<file path="config.mk">
export PLATFORM = sky130hd
export DESIGN_NAME = dotp_accumulator
export DESIGN_NICKNAME = d
export VERILOG_FILES = /design/src/rtl/dotp_accumulator.sv
export SDC_FILE = /design/constraint.sdc
export NUM_CORES = 1
export LEC_CHECK = 0
export CAP_MARGIN = 5
export CORE_MARGIN = 2
export CORE_UTILIZATION = 50
export DETAILED_ROUTE_END_ITERATION = 8
export PLACE_DENSITY_LB_ADDON = 0.3
export SETUP_SLACK_MARGIN = 0.2
export SYNTH_ARGS = -nofsm -noshare
export SYNTH_HDL_FRONTEND = slang
export SYNTH_SLANG_ARGS = --single-unit
export TNS_END_PERCENT = 50
</file>
<file path="constraint.sdc">
create_clock -name clk -period 15.1 [get_ports clk]
set_input_delay 3.02 -clock clk [delete_from_list [all_inputs] [get_ports clk]]
set_output_delay 3.02 -clock clk [all_outputs]
set_load 0.1 [all_outputs]
</file>
<file path="src/rtl/dotp_accumulator.sv">
// Reduction stage of the SIMD datapath: sums all lanes of each DOTP beat into a
// wide accumulator and hands out one signed result per STORE_RESULT.
module dotp_accumulator #(
   parameter int NUM_LANES    = 8,
   parameter int ACC_W        = 48,
   parameter int OPCODE_WIDTH = 4
) (
   input  logic                    clk,
   input  logic                    rstn,
   input  logic                    in_valid,
   output logic                    in_ready,
   input  logic [OPCODE_WIDTH-1:0] in_opcode,
   input  logic [NUM_LANES*32-1:0] in_data,
   output logic                    res_valid,
   input  logic                    res_ready,
   output logic [ACC_W-1:0]        res_data,
   output logic                    res_ovf,
   output logic                    done,
   output logic [1:0]              dbg_state_o
);

   typedef enum logic [1:0] {
      ST_IDLE = 2'd0,
      ST_ACC  = 2'd1,
      ST_HOLD = 2'd2
   } state_e;

   localparam logic [OPCODE_WIDTH-1:0] OP_DOTP  = OPCODE_WIDTH'(4);
   localparam logic [OPCODE_WIDTH-1:0] OP_STORE = OPCODE_WIDTH'(7);
   localparam logic [OPCODE_WIDTH-1:0] OP_STOP  = OPCODE_WIDTH'(8);

   logic                    stall;
   logic                    accept;
   logic [ACC_W-1:0]        lane_sum;
   logic [ACC_W-1:0]        dotp_sum;
   logic                    s1_valid_q, s1_valid_d;
   logic [OPCODE_WIDTH-1:0] s1_op_q, s1_op_d;
   logic [ACC_W-1:0]        s1_sum_q, s1_sum_d;
   logic [ACC_W-1:0]        acc_q, acc_d;
   logic                    ovf_q, ovf_d;
   logic                    res_valid_q, res_valid_d;
   logic [ACC_W-1:0]        res_data_q, res_data_d;
   logic                    res_ovf_q, res_ovf_d;
   logic                    done_q, done_d;
   state_e                  state;

   // A held result that the consumer refuses freezes both stages.
   assign stall    = res_valid_q && !res_ready;
   assign in_ready = !stall;
   assign accept   = in_valid && in_ready;

   always_comb begin
      lane_sum = '0;
      for (int i = 0; i < NUM_LANES; i++) begin
         lane_sum = lane_sum + {{(ACC_W-32){in_data[32*i+31]}}, in_data[32*i +: 32]};
      end
   end

   always_comb begin
      s1_valid_d = s1_valid_q;
      s1_op_d    = s1_op_q;
      s1_sum_d   = s1_sum_q;
      if (!stall) begin
         s1_valid_d = accept;
         if (accept) begin
            s1_op_d  = in_opcode;
            s1_sum_d = lane_sum;
         end
      end
   end

   always_comb begin
      acc_d       = acc_q;
      ovf_d       = ovf_q;
      res_data_d  = res_data_q;
      res_ovf_d   = res_ovf_q;
      res_valid_d = res_valid_q && !res_ready;
      done_d      = 1'b0;
      dotp_sum    = acc_q + s1_sum_q;
      if (s1_valid_q && !stall) begin
         case (s1_op_q)
            OP_DOTP: begin
               acc_d = dotp_sum;
               // Same-sign operands producing an opposite-sign sum wrapped.
               if ((acc_q[ACC_W-1] == s1_sum_q[ACC_W-1]) &&
                   (dotp_sum[ACC_W-1] != acc_q[ACC_W-1])) begin
                  ovf_d = 1'b1;
               end
            end
            OP_STORE: begin
               res_data_d  = acc_q;
               res_ovf_d   = ovf_q;
               res_valid_d = 1'b1;
               acc_d       = '0;
               ovf_d       = 1'b0;
            end
            OP_STOP: begin
               acc_d  = '0;
               ovf_d  = 1'b0;
               done_d = 1'b1;
            end
            default: ;
         endcase
      end
   end

   always_ff @(posedge clk) begin
      if (!rstn) begin
         s1_valid_q  <= 1'b0;
         s1_op_q     <= '0;
         s1_sum_q    <= '0;
         acc_q       <= '0;
         ovf_q       <= 1'b0;
         res_valid_q <= 1'b0;
         res_data_q  <= '0;
         res_ovf_q   <= 1'b0;
         done_q      <= 1'b0;
      end else begin
         s1_valid_q  <= s1_valid_d;
         s1_op_q     <= s1_op_d;
         s1_sum_q    <= s1_sum_d;
         acc_q       <= acc_d;
         ovf_q       <= ovf_d;
         res_valid_q <= res_valid_d;
         res_data_q  <= res_data_d;
         res_ovf_q   <= res_ovf_d;
         done_q      <= done_d;
      end
   end

   // Debug state is a pure function of the registered datapath state.
   always_comb begin
      state = ST_IDLE;
      if (res_valid_q) begin
         state = ST_HOLD;
      end else if ((acc_q != '0) || ovf_q) begin
         state = ST_ACC;
      end
   end

   assign res_valid   = res_valid_q;
   assign res_data    = res_data_q;
   assign res_ovf     = res_ovf_q;
   assign done        = done_q;
   assign dbg_state_o = state;

endmodule

</file>
==> run_results.csv, run 1 <==
group,metric,value,unit
outcome,status,"finished, final reports clean",
power_and_ir_drop,combPwrFrac,70.3,%
drt,routedWlPerCell,14.7,µm
setup_path,reg2regPathDepth,13,
drt,via_count,12500,
clock_tree,cts_root_buffer,"clkbuf_16",
power_and_ir_drop,power.switching,1.32,mW
setup_path,cp-start-kind,"primary input",
setup_path,critPathRequiredTime,15.41,ns
timing,hold_violations,0,
synthesis,synth_seq_area_share,20.1,%
grt,antenna_found_initial,0,
synthesis,synth_edf_count,0,
power_and_ir_drop,leakagePower,8.48,nW
power_and_ir_drop,irDropWorstVdd,112,µV
synthesis,synthFlopType,"dfxtp_1",
grt,grt_overflow,0,
power_and_ir_drop,internal_power,1.58,mW
run,maxCapViolations,0,
drt,drc,0,
power_and_ir_drop,netSwitchingFraction,45.5,%
synthesis,netlist_area,14300,µm²
synthesis,synth_async_sr_flop_share,0,%
layout,regArea,2880,µm²
place,dpl.hpwl,29200,µm
clock_tree,postCtsSetupRepairBufs,0,
clock_tree,cts_resized,0,
floorplan,initial_utilization,51.2,%
timing,fin_crit,8.40,ns
drt,postRouteAntennaNets,0,
grt,grt_max_degree,78,
grt,first_global_vias,13300,
power_and_ir_drop,power.total,2.90,mW
place,place.gp.congestion,0.908,
setup_path,slowest_stage,"fa_1",
timing,finalSetupViolations,0,
clock_tree,tritoncts,"done",
synthesis,ys_seq_elements,144,
timing,setup_tns,0,ns
floorplan,die_x,173,µm
floorplan,pin_count,318,
layout,post-route-util,65.6,%
setup_path,cp_top_family,"adder cells",
layout,area_growth_syn_to_layout,28.3,%
clock_tree,cts_sinks,144,
setup_path,arrival,8.71,ns
setup_path,crit_path_max_fanout,4,
power_and_ir_drop,power_density,158,nW/µm²
setup_path,crit_buf_inv,6,
floorplan,rows,61,
floorplan,core_area,28000,µm²
grt,grtUsageTotal,24.6,%
worst_hold_path,hold_depth,2,
drt,wl,35400,µm
worst_hold_path,min-delay-path-class,"reg2reg",
clock_tree,holdBufCountCts,0,
timing,worst_pin_slew,1.19,ns
layout,nNetsFinal,2554,
setup_path,cpPeakStageDelay,0.57,ns
synthesis,syn_inst,1722,
synthesis,yosysMostFrequentCell,"inv_1",
place,port_buffers,317,
timing,slew_violations,0,
layout,multiInputGateArea,9850,µm²
timing,rsz0062_at_grt,"false",
synthesis,synth_top_area_share,27.5,%
setup_path,path_class,"in2reg",
grt,grt_pass1_wl,61200,µm
floorplan,die_area,30000,µm²
synthesis,yosysTopAreaCell,"fa_1",
synthesis,syn_area_per_cell,8.32,µm²
synthesis,synthTopCellsByArea,"fa_1 28%, dfxtp_1 20%, inv_1 9.7%",
timing,finalClockSkew,0.00925,ns
layout,diodes,0,
floorplan,die_h,173,µm
timing,finalCritPeriodShare,55.6,%
layout,fillCellCount,2345,
drt,vias_per_cell,5.19,
clock_tree,cts_max_level,4,
timing,slew_headroom,18.4,%
clock_tree,clk_path_buf_depth,2,
clock_tree,clk_latency,0.43,ns
setup_path,worstPathCellList,"clkdlybuf4s50_1, inv_1, fa_1, inv_1, fa_1, fa_1, inv_1, fa_1, inv_1, ha_1, inv_1, fa_1, nor2b_1, o21ai_0, a211o_1, a31oi_1, a31o_2, a31oi_1, o2bb2ai_1, o21a_1, o21ai_0, nor2_1",
power_and_ir_drop,seq_power_share,15.8,%
power_and_ir_drop,p_clk_share,13.9,%
timing,fmax,0.119,GHz
synthesis,synth_nets,2267,
setup_path,cp.depth,22,
synthesis,yosys-top-cells-count,"369 x inv_1, 225 x nand2_1, 197 x fa_1",
synthesis,synth_warnings,0,
clock_tree,cts_buffers,17,
synthesis,synth_cell_types,65,
setup_path,end_kind,"flop",
drt,dr.first_iter.drc_count,657,
clock_tree,path_clk_slew,0.06,ns
drt,dr.pass1.iters,5,
layout,drive_gt1_share,2.72,%
cells in the final DEF, fill, tap and decap left out, types with 17 or more instances in the layout:
cell type	instances
a211oi_1	17
a21o_1	38
a21oi_1	156
a22oi_1	19
clkbuf_16	17
clkdlybuf4s50_1	317
dfxtp_1	144
fa_1	197
ha_1	84
inv_1	368
nand2_1	225
nand3_1	26
nor2_1	75
o21ai_0	62
xnor2_1	43
xor2_1	22
power by group through the flow:
| stage | Clock (mW) | Sequential (mW) | Combinational (mW) |
|---|---|---|---|
| after floorplan | 0 | 0.448 | 1.58 |
| after global placement | 0 | 0.465 | 1.98 |
| after detailed placement | 0 | 0.466 | 2.03 |
| after CTS | 0.405 | 0.458 | 2.05 |
| after global routing | 0.423 | 0.461 | 2.34 |
| final | 0.403 | 0.458 | 2.04 |
layer usage:
layer / global-route usage (%) / wire (µm) / part of all wire (%) / vias up
met1: 29.0 / 14300 / 41 / 5934
li1: - / - / - / 6093
met3: 4.23 / 1770 / 5.0 / 62
met2: 46.2 / 18500 / 52 / 362
met5: 0 / 0 / 0 / -
met4: 6.25 / 723 / 2.0 / 0
state kept, by name (all words and copies together) (netlist names):
register    count
done            1
s1_valid_q      1
acc_q          48
res_data       48
res_ovf         1
ovf_q           1
s1_op_q         4
res_valid       1
s1_sum_q       39
final timing paths:
| kind | start | slack (ns) | end |
|---|---|---|---|
| hold / removal | res_data[11] | 0.45 | res_data[11] |
| setup / recovery | in_data[2] | 6.70 | s1_sum_q[36] |
| hold reg to reg | res_data[11] | 0.45 | res_data[11] |
| setup reg to reg | acc_q[0] | 11.05 | acc_q[28] |
worst register-to-register path, delay by kind of cell, from the launching register on:
| kind | cells | cell delay (ns) |
|---|---|---|
| AOI/OAI and AO/OA | 10 | 2.72 |
| xor gates and xnor gates | 1 | 0.15 |
| DFF | 1 | 0.35 |
| adders and majority gates | 2 | 0.67 |
per-stage QoR:
stage                     hold WS [ns]  cells  setup WS (ns)  cell area (µm²)
final                            0.453   2400           6.70            18400
after global routing             0.473   2400           6.33            18400
after CTS                        0.454   2400           6.70            18400
after detailed placement         0.446   2368           6.28            17800
after global placement           0.442   2368           6.46            17800
after floorplan                  0.436   1722           7.38            14300
final cells by class:
| class | instances | share of cell area, % |
|---|---|---|
| sequential | 144 | 15.7 |
| timing repair buffer | 325 | 17.6 |
| clock inverter | 10 | 0.470 |
| multi-input combinational | 1152 | 53.6 |
| tap | 378 | 2.57 |
| inverter | 369 | 7.53 |
| clock buffer | 22 | 2.58 |
cell families (layout without fill, tap and decap cells):
group                    after synthesis  count (layout)  share of synthesized area, %
buffers and inverters                426             726                          11.2
AO/OA/AOI/OAI                        383             383                          16.7
multiplexers                           5               5                         0.349
XOR/XNOR                              65              65                          3.97
AND/OR/NAND/NOR                      418             418                          12.8
flip-flops                           144             144                          20.1
adder cells (fa/ha/maj)              281             281                          34.8
No activity file was read; power rests on OpenSTA's default activity.
==> inputs of run 2 (changes only) <==
--- a/config.mk
+++ b/config.mk
@@ -7,7 +7,7 @@
 export LEC_CHECK = 0
 export CAP_MARGIN = 5
 export CORE_MARGIN = 2
-export CORE_UTILIZATION = 50
+export CORE_UTILIZATION = 48
 export DETAILED_ROUTE_END_ITERATION = 8
 export PLACE_DENSITY_LB_ADDON = 0.3
 export SETUP_SLACK_MARGIN = 0.2
==> constraint.sdc (replaced) <==
create_clock -name clk -period 7.5 [get_ports clk]
set_input_delay 1.5 -clock clk [delete_from_list [all_inputs] [get_ports clk]]
set_output_delay 1.5 -clock clk [all_outputs]
set_load 0.1 [all_outputs]
==> run 2 against run 1 <==
  * Global-route usage fell by 1.6 points
  * Register-to-register slack lost 7.7 ns
  * Cell count up 0.50%
  * Largest power group unchanged
  * Setup slack worse by 5.9 ns
  * Clock skew about the same
  * Core utilization fell by 3.0 points
  * Largest cell class unchanged
==> run_results.csv, run 2 (same netlist as run 1, synthesis figures left out) <==
group,metric,value,unit
outcome,status,"finished, final reports clean",
power_and_ir_drop,seq_power_share,15.3,%
timing,hold_ws,0.451,ns
power_and_ir_drop,power_density,322,nW/µm²
setup_path,cp-start-kind,"primary input",
layout,final_common_cell,"inv_1",
place,dpl.hpwl,28700,µm
power_and_ir_drop,power.switching,2.62,mW
worst_hold_path,min_to,"res_data[3]",
clock_tree,postCtsSetupRepairBufs,0,
setup_path,path_class,"in2reg",
power_and_ir_drop,combPwrFrac,68.5,%
timing,fmax,0.148,GHz
timing,finalSetupViolations,0,
clock_tree,tritoncts,"done",
timing,slew_violations,0,
floorplan,initial_utilization,48.5,%
grt,grtUsageTotal,23.0,%
worst_hold_path,holdCritStartpoint,"res_data[3]",
grt,antenna_found_initial,0,
setup_path,reg2regPathDepth,13,
drt,postRouteAntennaNets,0,
clock_tree,cts_sinks,144,
timing,finalClockSkew,0.00893,ns
clock_tree,cts_max_level,4,
timing,slew_headroom,30.2,%
worst_hold_path,hold_depth,2,
drt,routedWlPerCell,14.4,µm
power_and_ir_drop,leakagePower,8.53,nW
layout,layout_common_cells,"368 x inv_1, 317 x clkdlybuf4s50_1, 225 x nand2_1, 197 x fa_1, 156 x a21oi_1",
layout,nNetsFinal,2556,
power_and_ir_drop,irDropWorstVdd,196,µV
worst_hold_path,min-delay-path-class,"reg2reg",
power_and_ir_drop,netSwitchingFraction,43.9,%
layout,area_growth_syn_to_layout,29.2,%
run,maxCapViolations,0,
setup_path,reg2reg_to,"acc_q[28]",
clock_tree,clk_latency,0.43,ns
timing,setup_slack,0.761,ns
drt,dr.first_iter.drc_count,677,
setup_path,reg2reg_from,"acc_q[0]",
place,pre_cts_ws,0.278,ns
setup_path,critPathRequiredTime,7.81,ns
place,port_buffers,317,
floorplan,die_h,177,µm
setup_path,crit_path_max_fanout,3,
timing,finalCritPeriodShare,89.9,%
setup_path,arrival,7.05,ns
floorplan,rows,63,
setup_path,rrSetupSlack,3.37,ns
grt,first_global_vias,13000,
drt,via_count,12500,
place,dp_cells,2382,
timing,setup_tns,0,ns
grt,grt_overflow,0,
drt,dr.pass1.iters,5,
layout,diodes,0,
timing,worst_pin_slew,1.04,ns
timing,fin_crit,6.74,ns
clock_tree,cts_buffers,17,
clock_tree,clk_path_buf_depth,2,
drt,wl,34700,µm
clock_tree,cts_root_buffer,"clkbuf_16",
clock_tree,cts_resized,0,
place,placed_area,17900,µm²
floorplan,pin_count,318,
drt,drc,0,
layout,stdcell_area,18500,µm²
power_and_ir_drop,power.total,5.97,mW
layout,drive_gt1_share,2.77,%
clock_tree,holdBufCountCts,0,
grt,grt_pass1_wl,58900,µm
timing,rsz0062_at_grt,"false",
floorplan,die_x,177,µm
grt,grt_max_degree,61,
setup_path,end_kind,"flop",
power_and_ir_drop,internal_power,3.35,mW
floorplan,die_area,31300,µm²
drt,vias_per_cell,5.19,
clock_tree,path_clk_slew,0.06,ns
timing,hold_violations,0,
floorplan,core_area,29600,µm²
layout,fin_cells,2412,
layout,post-route-util,62.7,%
place,place.gp.congestion,0.878,
power_and_ir_drop,p_clk_share,16.2,%
==> run 2: cell count changes in the layout (fill, tap and decap cells not counted), moves of 2 or more <==
cell,before,now
clkinvlp_4,0,2
buf_4,8,10
clkinv_4,3,1
clkinv_2,6,2
bufinv_16,1,6
==> run 2: worst max path at each step <==
stage                     cells after the start  startpoint           end
after floorplan                              21  in_data[2]  s1_sum_q[36]
after global placement                       21  in_data[3]  s1_sum_q[35]
after detailed placement                     21  in_data[3]  s1_sum_q[35]
after CTS                                    21  in_data[3]  s1_sum_q[35]
after global routing                         21  in_data[3]  s1_sum_q[35]
final                                        21  in_data[3]  s1_sum_q[35]
==> run 2: power groups by stage <==
stage,logic (mW),registers (mW),clock network (mW)
final,4.09,0.916,0.968
after global routing,4.71,0.924,1.01
after CTS,4.12,0.916,0.978
after detailed placement,4.09,0.932,0
after global placement,4.02,0.932,0
after floorplan,3.19,0.903,0
==> run 2: worst max-delay path: stages <==
cell and delay (ns):
clkdlybuf4s50_1 0.46, inv_1 0.06, fa_1 0.54, inv_1 0.06, fa_1 0.50, fa_1 0.56, inv_1 0.06, fa_1 0.59
inv_1 0.06, ha_1 0.30, a211oi_1 0.09, o21ai_0 0.24, nand3_1 0.20, a211oi_1 0.48, o311ai_0 0.26, o21ai_0 0.31
a21oi_1 0.12, o21ba_2 0.22, o21bai_1 0.22, a21oi_1 0.09, nand4b_1 0.16
==> run 2: area by class of cell <==
cell class / instances / area (µm²)
multi-input combinational: 1152 / 9850
clock buffer: 20 / 457
tap: 390 / 488
sequential: 144 / 2880
clock inverter: 10 / 209
fill: 2557 / 11000
timing repair buffer: 327 / 3250
inverter: 369 / 1390
==> run 2: layer usage <==
layer,track usage (%),wire [µm]
met1,27.2,14300
met4,6.92,823
met3,3.46,1750
met2,42.9,17900
met5,0,0
==> inputs of run 3 (changes only) <==
--- a/config.mk
+++ b/config.mk
@@ -11,6 +11,7 @@
 export DETAILED_ROUTE_END_ITERATION = 8
 export PLACE_DENSITY_LB_ADDON = 0.3
 export SETUP_SLACK_MARGIN = 0.2
+export SKIP_LAST_GASP = 1
 export SYNTH_ARGS = -nofsm -noshare
 export SYNTH_HDL_FRONTEND = slang
 export SYNTH_SLANG_ARGS = --single-unit
==> results of run 3 <==
Final layout, timing and power as in run 2 (identical DEF).
